$ cat config.mk
export PLATFORM = sky130hd
export DESIGN_NAME = ps2_host_tx
export DESIGN_NICKNAME = d
export VERILOG_FILES = /design/src/rtl/ps2_host_tx.sv
export SDC_FILE = /design/constraint.sdc
export NUM_CORES = 1
export LEC_CHECK = 0
export ABC_AREA = 1
export BUFFER_PORTS_ARGS = -buffer_cell sky130_fd_sc_hd__buf_4
export CAP_MARGIN = 20
export CORE_MARGIN = 2
export CORE_UTILIZATION = 30
export CTS_CLUSTER_DIAMETER = 100
export CTS_CLUSTER_SIZE = 10
export DETAILED_ROUTE_END_ITERATION = 7
export GPL_TIMING_DRIVEN = 0
export HOLD_SLACK_MARGIN = 0.1
export PLACE_DENSITY = 0.45
export SYNTH_ARGS = -nofsm -noshare
export SYNTH_HDL_FRONTEND = slang
export SYNTH_SLANG_ARGS = --single-unit
export TNS_END_PERCENT = 1
$ cat constraint.sdc
create_clock -name clk -period 2.8 [get_ports clk]
set_input_delay 0.42 -clock clk [delete_from_list [all_inputs] [get_ports clk]]
set_output_delay 0.42 -clock clk [all_outputs]
set_load 0.02 [all_outputs]
$ cat src/rtl/ps2_host_tx.sv
// PS/2 host-to-device command transmitter: inhibits the clock, requests to send,
// shifts a byte + odd parity + stop on device clock falling edges, then checks the ACK.
`timescale 1ns/1ps
module ps2_host_tx #(
  parameter int INHIBIT_CYCLES = 2500,
  parameter int TIMEOUT_CYCLES = 375000
) (
  input  logic       clk,
  input  logic       reset,
  input  logic [7:0] tx_data,
  input  logic       tx_start,
  output logic       busy,
  output logic       done,
  output logic       error,
  input  logic       clk_ps2,
  input  logic       ps2_data_in,
  output logic       ps2_clk_oe,
  output logic       ps2_data_oe
);
  localparam int IW = (INHIBIT_CYCLES > 1) ? $clog2(INHIBIT_CYCLES) : 1;
  localparam int TW = (TIMEOUT_CYCLES > 1) ? $clog2(TIMEOUT_CYCLES) : 1;
  localparam logic [IW-1:0] INH_PRE  = IW'(INHIBIT_CYCLES - 2);
  localparam logic [IW-1:0] INH_LAST = IW'(INHIBIT_CYCLES - 1);
  localparam logic [TW-1:0] TO_LAST  = TW'(TIMEOUT_CYCLES - 1);

  typedef enum logic [2:0] {IDLE, INHIBIT, REQ, SHIFT, ACK, RELEASE} state_t;

  state_t        state_q, state_d;
  logic [7:0]    data_q, data_d;
  logic          par_q, par_d;
  logic [IW-1:0] inh_cnt_q, inh_cnt_d;
  logic [TW-1:0] to_cnt_q, to_cnt_d;
  logic [3:0]    edge_cnt_q, edge_cnt_d;
  logic          clk_s1_q, clk_s2_q, clk_s3_q;
  logic          dat_s1_q, dat_s2_q;
  logic          busy_q, busy_d, done_q, done_d, error_q, error_d;
  logic          clk_oe_q, clk_oe_d, data_oe_q, data_oe_d;
  logic          fall;
  logic [8:0]    frame;

  assign fall  = clk_s3_q & ~clk_s2_q;
  assign frame = {par_q, data_q};

  always_comb begin
    state_d    = state_q;
    data_d     = data_q;
    par_d      = par_q;
    inh_cnt_d  = inh_cnt_q;
    to_cnt_d   = to_cnt_q;
    edge_cnt_d = edge_cnt_q;
    clk_oe_d   = clk_oe_q;
    data_oe_d  = data_oe_q;
    done_d     = 1'b0;
    error_d    = 1'b0;
    case (state_q)
      IDLE: begin
        if (tx_start) begin
          data_d     = tx_data;
          par_d      = ~^tx_data;
          inh_cnt_d  = '0;
          to_cnt_d   = '0;
          edge_cnt_d = '0;
          clk_oe_d   = 1'b1;
          data_oe_d  = 1'b0;
          state_d    = INHIBIT;
        end
      end
      INHIBIT: begin
        inh_cnt_d = inh_cnt_q + 1'b1;
        // start bit goes low one cycle before the clock is released
        if (inh_cnt_q == INH_PRE) data_oe_d = 1'b1;
        if (inh_cnt_q == INH_LAST) begin
          clk_oe_d  = 1'b0;
          data_oe_d = 1'b1;
          to_cnt_d  = '0;
          state_d   = REQ;
        end
      end
      default: begin
        to_cnt_d = to_cnt_q + 1'b1;
        if (to_cnt_q == TO_LAST) begin
          error_d   = 1'b1;
          clk_oe_d  = 1'b0;
          data_oe_d = 1'b0;
          state_d   = IDLE;
        end else begin
          case (state_q)
            REQ, SHIFT: begin
              if (fall) begin
                edge_cnt_d = edge_cnt_q + 1'b1;
                if (edge_cnt_q == 4'd9) begin
                  data_oe_d = 1'b0;
                  state_d   = ACK;
                end else begin
                  data_oe_d = ~frame[edge_cnt_q];
                  state_d   = SHIFT;
                end
              end
            end
            ACK: begin
              if (fall) begin
                edge_cnt_d = edge_cnt_q + 1'b1;
                if (dat_s2_q) begin
                  error_d = 1'b1;
                  state_d = IDLE;
                end else begin
                  state_d = RELEASE;
                end
              end
            end
            RELEASE: begin
              if (clk_s2_q && dat_s2_q) begin
                done_d  = 1'b1;
                state_d = IDLE;
              end
            end
            default: ;
          endcase
        end
      end
    endcase
    busy_d = (state_d != IDLE);
  end

  always_ff @(posedge clk or posedge reset) begin
    if (reset) begin
      state_q    <= IDLE;
      data_q     <= '0;
      par_q      <= 1'b0;
      inh_cnt_q  <= '0;
      to_cnt_q   <= '0;
      edge_cnt_q <= '0;
      clk_s1_q   <= 1'b1;
      clk_s2_q   <= 1'b1;
      clk_s3_q   <= 1'b1;
      dat_s1_q   <= 1'b1;
      dat_s2_q   <= 1'b1;
      busy_q     <= 1'b0;
      done_q     <= 1'b0;
      error_q    <= 1'b0;
      clk_oe_q   <= 1'b0;
      data_oe_q  <= 1'b0;
    end else begin
      state_q    <= state_d;
      data_q     <= data_d;
      par_q      <= par_d;
      inh_cnt_q  <= inh_cnt_d;
      to_cnt_q   <= to_cnt_d;
      edge_cnt_q <= edge_cnt_d;
      clk_s1_q   <= clk_ps2;
      clk_s2_q   <= clk_s1_q;
      clk_s3_q   <= clk_s2_q;
      dat_s1_q   <= ps2_data_in;
      dat_s2_q   <= dat_s1_q;
      busy_q     <= busy_d;
      done_q     <= done_d;
      error_q    <= error_d;
      clk_oe_q   <= clk_oe_d;
      data_oe_q  <= data_oe_d;
    end
  end

  assign busy        = busy_q;
  assign done        = done_q;
  assign error       = error_q;
  assign ps2_clk_oe  = clk_oe_q;
  assign ps2_data_oe = data_oe_q;
endmodule

## After elaboration in Yosys (flattened, before gate mapping)

Cells that the tools add are included.

- Add/sub/neg operators: 3
- Magnitude comparators: 1
- Equal/unequal tests: 13
- Multiplexer cells: 43
- Bitwise operators: 4
- Reductions and logical operators: 19

Operators by type and width:

| cell | number |
|---|---|
| 19-bit 2-to-1 mux | 2 |
| 19-bit case mux with 2 select lines | 1 |
| 12-bit == test (second input constant) | 2 |
| 3-bit 2-to-1 mux | 8 |
| 12-bit case mux with 2 select lines | 1 |
| 1-bit 2-to-1 mux | 20 |
| 19-bit by 1-bit adder with 19-bit output (second input constant) | 1 |
| 19-bit == test (second input constant) | 1 |
| 4-bit 2-to-1 mux | 4 |
| 12-bit by 1-bit adder with 12-bit output (second input constant) | 1 |
| 12-bit 2-to-1 mux | 1 |
| 3-bit case mux with 3 select lines | 1 |
| 4-bit case mux with 2 select lines | 1 |
| 4-bit nonzero test | 2 |
| 8-bit XNOR reduction | 1 |
| 3-bit by 2-bit == test with 1-bit output (second input constant) | 2 |
| 3-bit == test (second input constant) | 2 |
| 3-bit case mux with 2 select lines | 1 |
| 2-bit AND reduction | 3 |
| 2-bit nonzero test | 3 |
| 3-bit nonzero test | 2 |
| 4-bit by 5-bit < comparator with 1-bit output (second input constant) | 1 |
| 5-bit AND reduction | 1 |
| 4-bit by 1-bit adder with 4-bit output (second input constant) | 1 |
| 15 further kinds | 20 |

- Bits in registers: 57
- Output and inout port bits: 5
- Logic and storage cells: 99

## Depth between registers and ports, before layout

- Depth after elaboration: 8
- Gate-level depth with buffers: 12
- Gate-level depth less buffers: 11

## Least setup slack after synthesis

OpenSTA, ideal clock, no wires.

- Path kind: register -> register
- Start: register to_cnt_q[0]
- End: register to_cnt_q[16]
- Library setup time: 122 ps
- Data arrival time: 1405 ps
- Slack: 1273 ps
- Stages on the path, launching flop included: 10
- Path buffers: 1
- Path through: dfrtp_1 -> ha_1 -> clkbuf_2 -> nand3_1 -> inv_1 -> nand2_1 -> nor3_1 -> or2_2 -> nand3_1 -> o21ai_1

- Cells in the longest elaborated chain, start to end: 2

Ends and longest elaborated chain:

| element | RTL line | source |
|---|---|---|
| start: declaration | 32 | `logic [TW-1:0] to_cnt_q, to_cnt_d;` |
| start signal: assignment | 148 | `to_cnt_q <= to_cnt_d;` |
| 19-bit by 1-bit adder with 19-bit output | 80 | `to_cnt_d = to_cnt_q + 1'b1;` |
| 19-bit case mux with 2 select lines | 55 | `case (state_q)` |

No other way between the ends.
A chain may end at the register's enable or synchronous reset.

## Worst setup path in the final report

- Start: register to_cnt_q[0]
- End: register data_oe_q (netlist: ps2_data_oe)

- Cells in the longest elaborated chain, start to end: 3
- Elaborated cells between the ends (all ways): 6
- Classes of those cells: 1 x eq/ne; 2 x mux; 3 x reduce/logical

Ends and longest elaborated chain:

| element | RTL line | source |
|---|---|---|
| 19-bit == test (*) | 81 | `if (to_cnt_q == TO_LAST) begin` |
| 4-bit nonzero test (no source line) / 1-bit 2-to-1 mux (equally long branches) | - |  |
| 4-bit AND reduction (no source line) / 1-bit case mux with 2 select lines (equally long branches) | - |  |
| end signal: assignment | 159 | `data_oe_q <= data_oe_d;` |
| end: declaration | 37 | `logic clk_oe_q, clk_oe_d, data_oe_q, data_oe_d;` |

Every way passes the cells marked *; elsewhere a longest branch is shown, timed or not.

==> results_tabular.tex <==
\begin{tabular}{lr}
\hline
Metric & Value \\
\hline
\multicolumn{2}{l}{\textbf{Detailed routing}} \\
\quad Length of the first detailed-routing pass in iterations & 4 \\
\quad Remaining design rule violation count & 0 \\
\quad Post-DR wirelength/cell & 12.9 µm \\
\quad Mean number of vias per cell & 4.68 \\
\quad Iteration-0 DRC Markers & 101 \\
\quad Routed Wire Length & 8090 µm \\
\quad Post-detailed-route count of antenna-violating nets & 0 \\
\quad Number of vias in the routed layout & 2941 \\
\multicolumn{2}{l}{\textbf{Pwr}} \\
\quad Sum of internal, switching and leakage power & 1.89 mW \\
\quad Switching power of the nets & 0.423 mW \\
\quad Combinational power share & 4.0\% \\
\quad Clock power frac & 51.1\% \\
\quad Sequential share of power & 44.9\% \\
\quad Internal Power & 1.47 mW \\
\quad Leakage Power & 2.11 nW \\
\quad Sw Ratio & 22.4\% \\
\quad Pwr per Cell Area & 477 mW/mm² \\
\quad Peak supply drop & 0.211 mV \\
\multicolumn{2}{l}{\textbf{Critical path}} \\
\quad Type of the worst setup path & flip-flop to flip-flop \\
\quad Required arrival time at the worst endpoint & 3020 ps \\
\quad Kind of capture point of the worst setup path & flip-flop \\
\quad Critical path launch point type & flip-flop \\
\quad Largest driver fanout on the critical path & 8 \\
\quad Arrival time reported for the critical path endpoint & 2030 ps \\
\multicolumn{2}{l}{\textbf{Place}} \\
\quad DP Wirelength & 5930 µm \\
\quad Buffers on Ports & 17 \\
\quad Final weighted congestion of routability-driven global placement & 0.840 \\
\quad Post-Place Worst Slack & 964 ps \\
\quad Area of placed instances & 0.00371 mm² \\
\quad Cell count after placement & 612 \\
\multicolumn{2}{l}{\textbf{Floorplanning}} \\
\quad Die footprint & 0.0122 mm² \\
\quad Placeable core region & 0.0109 mm² \\
\quad Die outline width & 110 µm \\
\quad Die Height & 110 µm \\
\quad Total I/O pin count & 18 \\
\quad Row Count & 38 \\
\quad Effective utilization at floorplan & 31.0\% \\
\multicolumn{2}{l}{\textbf{Layout}} \\
\quad Seq. cell area & 0.00143 mm² \\
\quad Layout cell share with drive strength beyond 1 & 14.3\% \\
\quad Final \#Nets & 501 \\
\quad Area overhead of the layout relative to synthesis & 17.1\% \\
\quad Utilization after layout & 36.3\% \\
\quad Number of inserted filler cells in the final layout & 1171 \\
\quad Finished Layout Cells & 628 \\
\quad Fin area & 0.00397 mm² \\
\quad Diode insertion count for antenna repair & 0 \\
\quad Area of the multi-input gates & 0.00161 mm² \\
\multicolumn{2}{l}{\textbf{Hold path}} \\
\quad Class of the most critical hold timing path & input pin to async pin \\
\multicolumn{2}{l}{\textbf{STA}} \\
\quad Tcrit/Tclk final & 64.6\% \\
\quad Worst hold slack & 185 ps \\
\quad Number of pins exceeding their max-slew limit in the final report & 0 \\
\quad Highest Clock Rate & 0.552 GHz \\
\quad Setup Viol. Count Final & 0 \\
\quad Unrepaired setup endpoints after global routing & no \\
\quad Final critical delay including setup and external delays & 1810 ps \\
\quad Aggregate negative setup slack & 0 ps \\
\quad Slew at the pin with the worst max-slew slack & 646 ps \\
\quad Endpoints failing hold & 0 \\
\quad Setup ws final & 990 ps \\
\quad Tightest slew margin relative to the limit & 56.9\% \\
\quad Final setup skew & 9.87 ps \\
\multicolumn{2}{l}{\textbf{Clock tree}} \\
\quad CTS Hold Buffers Added & 0 \\
\quad Insertion delay to the later sink of the worst-skew pair & 330 ps \\
\quad Post-CTS clock slew at the launch and capture registers of the worst setup and hold paths & 50 ps \\
\quad CTS tree & yes \\
\quad PostCTS Resize Cnt & 0 \\
\quad Number of buffers between clock root and the deepest sink & 2 \\
\quad Sink Count & 57 \\
\quad CTS Buf Count & 9 \\
\quad Level count of the clock H-tree & 3 \\
\quad Number of setup buffers added after CTS & 0 \\
\quad Root buffer cell & clkbuf\_16 \\
\multicolumn{2}{l}{\textbf{Logic synthesis}} \\
\quad EDFF count, synth & 0 \\
\quad Cell count after synthesis & 454 \\
\quad Post-synth ARST share & 100\% \\
\quad Cell type with the highest aggregate area in the netlist & dfrtp\_1 \\
\quad Flop and latch count out of synthesis & 57 \\
\quad Library cells used by synthesis & 38 \\
\quad Leading post-synthesis cells by cell area & dfrtp\_1 38\%, nand2\_1 13\%, inv\_1 7.0\% \\
\quad Net Count, Synth & 472 \\
\quad Part of the Yosys area used for sequential elements & 42.3\% \\
\quad Number of synthesis warnings & 0 \\
\quad Proportion of netlist area held by the largest area contributor & 38.4\% \\
\quad Average size of a mapped cell & 7.46 µm² \\
\quad Ys flop type & dfrtp\_1 \\
\quad Synth Cell Area & 0.00339 mm² \\
\multicolumn{2}{l}{\textbf{GRT}} \\
\quad Via count of the first global-routing pass & 2834 \\
\quad Total routing usage reported by global routing & 15.1\% \\
\quad Initial antenna violation count & 0 \\
\quad Maximum number of pins on one net before global-route repair & 30 \\
\quad Global-route wire length before repair & 14100 µm \\
\quad Total global routing overflow & 0 \\
\multicolumn{2}{l}{\textbf{Flow run}} \\
\quad Total of max-cap violations & 0 \\
\multicolumn{2}{l}{\textbf{Status}} \\
\quad Result of the run & complete, no violations \\
\hline
\end{tabular}
-- synthesized netlist by cell type (4+ instances only) --
master and instances:
dfstp_2 5, xor2_1 10, o21ai_1 5, nand2_1 115, nand4_1 9, buf_6 4, ha_1 5, inv_1 63
xnor2_1 6, nand2_2 6, dfrtp_1 52, o21ai_0 23, o22ai_1 8, a21oi_1 15, nor2_1 38, inv_2 6
nand3_1 46, nor3_1 11
-- logic make-up (layout without fill, tap and decap cells) --
group           Yosys count  count (layout)  synth area share (%)
fa+ha+maj                 5               5                  1.85
compound gates           56              56                  9.02
simple gates            239             239                  32.5
buf+inv                  81             115                  10.2
xor+xnor                 16              16                  4.14
flops                    57              57                  42.3
-- power by group through the flow --
| stage | combinational (mW) | clock, mW | sequential [mW] |
|---|---|---|---|
| 2_1_floorplan | 0.0441 | 0 | 0.862 |
| 3_3_place_gp | 0.0740 | 0 | 0.862 |
| 3_5_place_dp | 0.0785 | 0 | 0.862 |
| 4_1_cts | 0.0789 | 0.999 | 0.848 |
| 5_1_grt | 0.0873 | 1.04 | 0.850 |
| 6_report | 0.0763 | 0.965 | 0.849 |
-- layout make-up --
cell class	count	share of cell area [%]
tap	140	4.42
clock inverter	4	0.505
sequential	57	36.1
timing repair buffer	18	3.72
inverter	71	6.85
multi-input combinational	316	40.6
clock buffer	12	5.96
buffer	10	1.83
-- registers in the layout, indices dropped and copies added, names as in the netlist --
signal	count
busy	1
clk_s1_q	1
clk_s2_q	1
clk_s3_q	1
dat_s1_q	1
dat_s2_q	1
data_q	8
done	1
edge_cnt_q	4
error	1
inh_cnt_q	12
par_q	1
ps2_clk_oe	1
ps2_data_oe	1
state_q	3
to_cnt_q	19
-- path summary, 6_finish.rpt --
check / slack [ps] / cells after the start / start / to
worst max-delay path: 990 / 12 / to_cnt_q[0] / ps2_data_oe
worst min-delay path: 180 / 2 / reset / data_q[7]
worst max register to register: 990 / 12 / to_cnt_q[0] / ps2_data_oe
worst min register to register: 350 / 0 / dat_s1_q / dat_s2_q
max in group asynchronous: 1950 / 3 / reset / clk_s3_q
min in group clk: 200 / 1 / clk_ps2 / clk_s1_q
-- layer usage --
layer / vias to the layer above / track usage [%] / part of all wire [%]
met5: - / 0 / 0
met4: 0 / 4.55 / 1.1
met3: 9 / 3.70 / 2.9
met2: 29 / 23.5 / 45
met1: 1391 / 20.9 / 51
li1: 1512 / - / -
-- worst max-delay path: stages (launching register included) --
cell and delay [ps]:
dfrtp_1 470, ha_1 230, clkbuf_2 160, nand2_1 90, nor2_1 40, nand2_1 60
nor2_1 50, nor2_1 280, nand2_1 110, nand2_2 100, inv_2 30, nand2_1 50
nand2_1 40
-- cells in the final DEF, fill, tap and decap left out, types with 10 or more instances in the layout --
| cell | Yosys | routed |
|---|---|---|
| o21ai_0 | 23 | 23 |
| buf_4 | 0 | 17 |
| dfrtp_1 | 52 | 52 |
| nand3_1 | 46 | 46 |
| nor3_1 | 11 | 11 |
| inv_1 | 63 | 62 |
| nor2_1 | 38 | 38 |
| a21oi_1 | 15 | 15 |
| xor2_1 | 10 | 10 |
| nand2_1 | 115 | 115 |
Note: power is estimated with default switching activity, not from simulation.
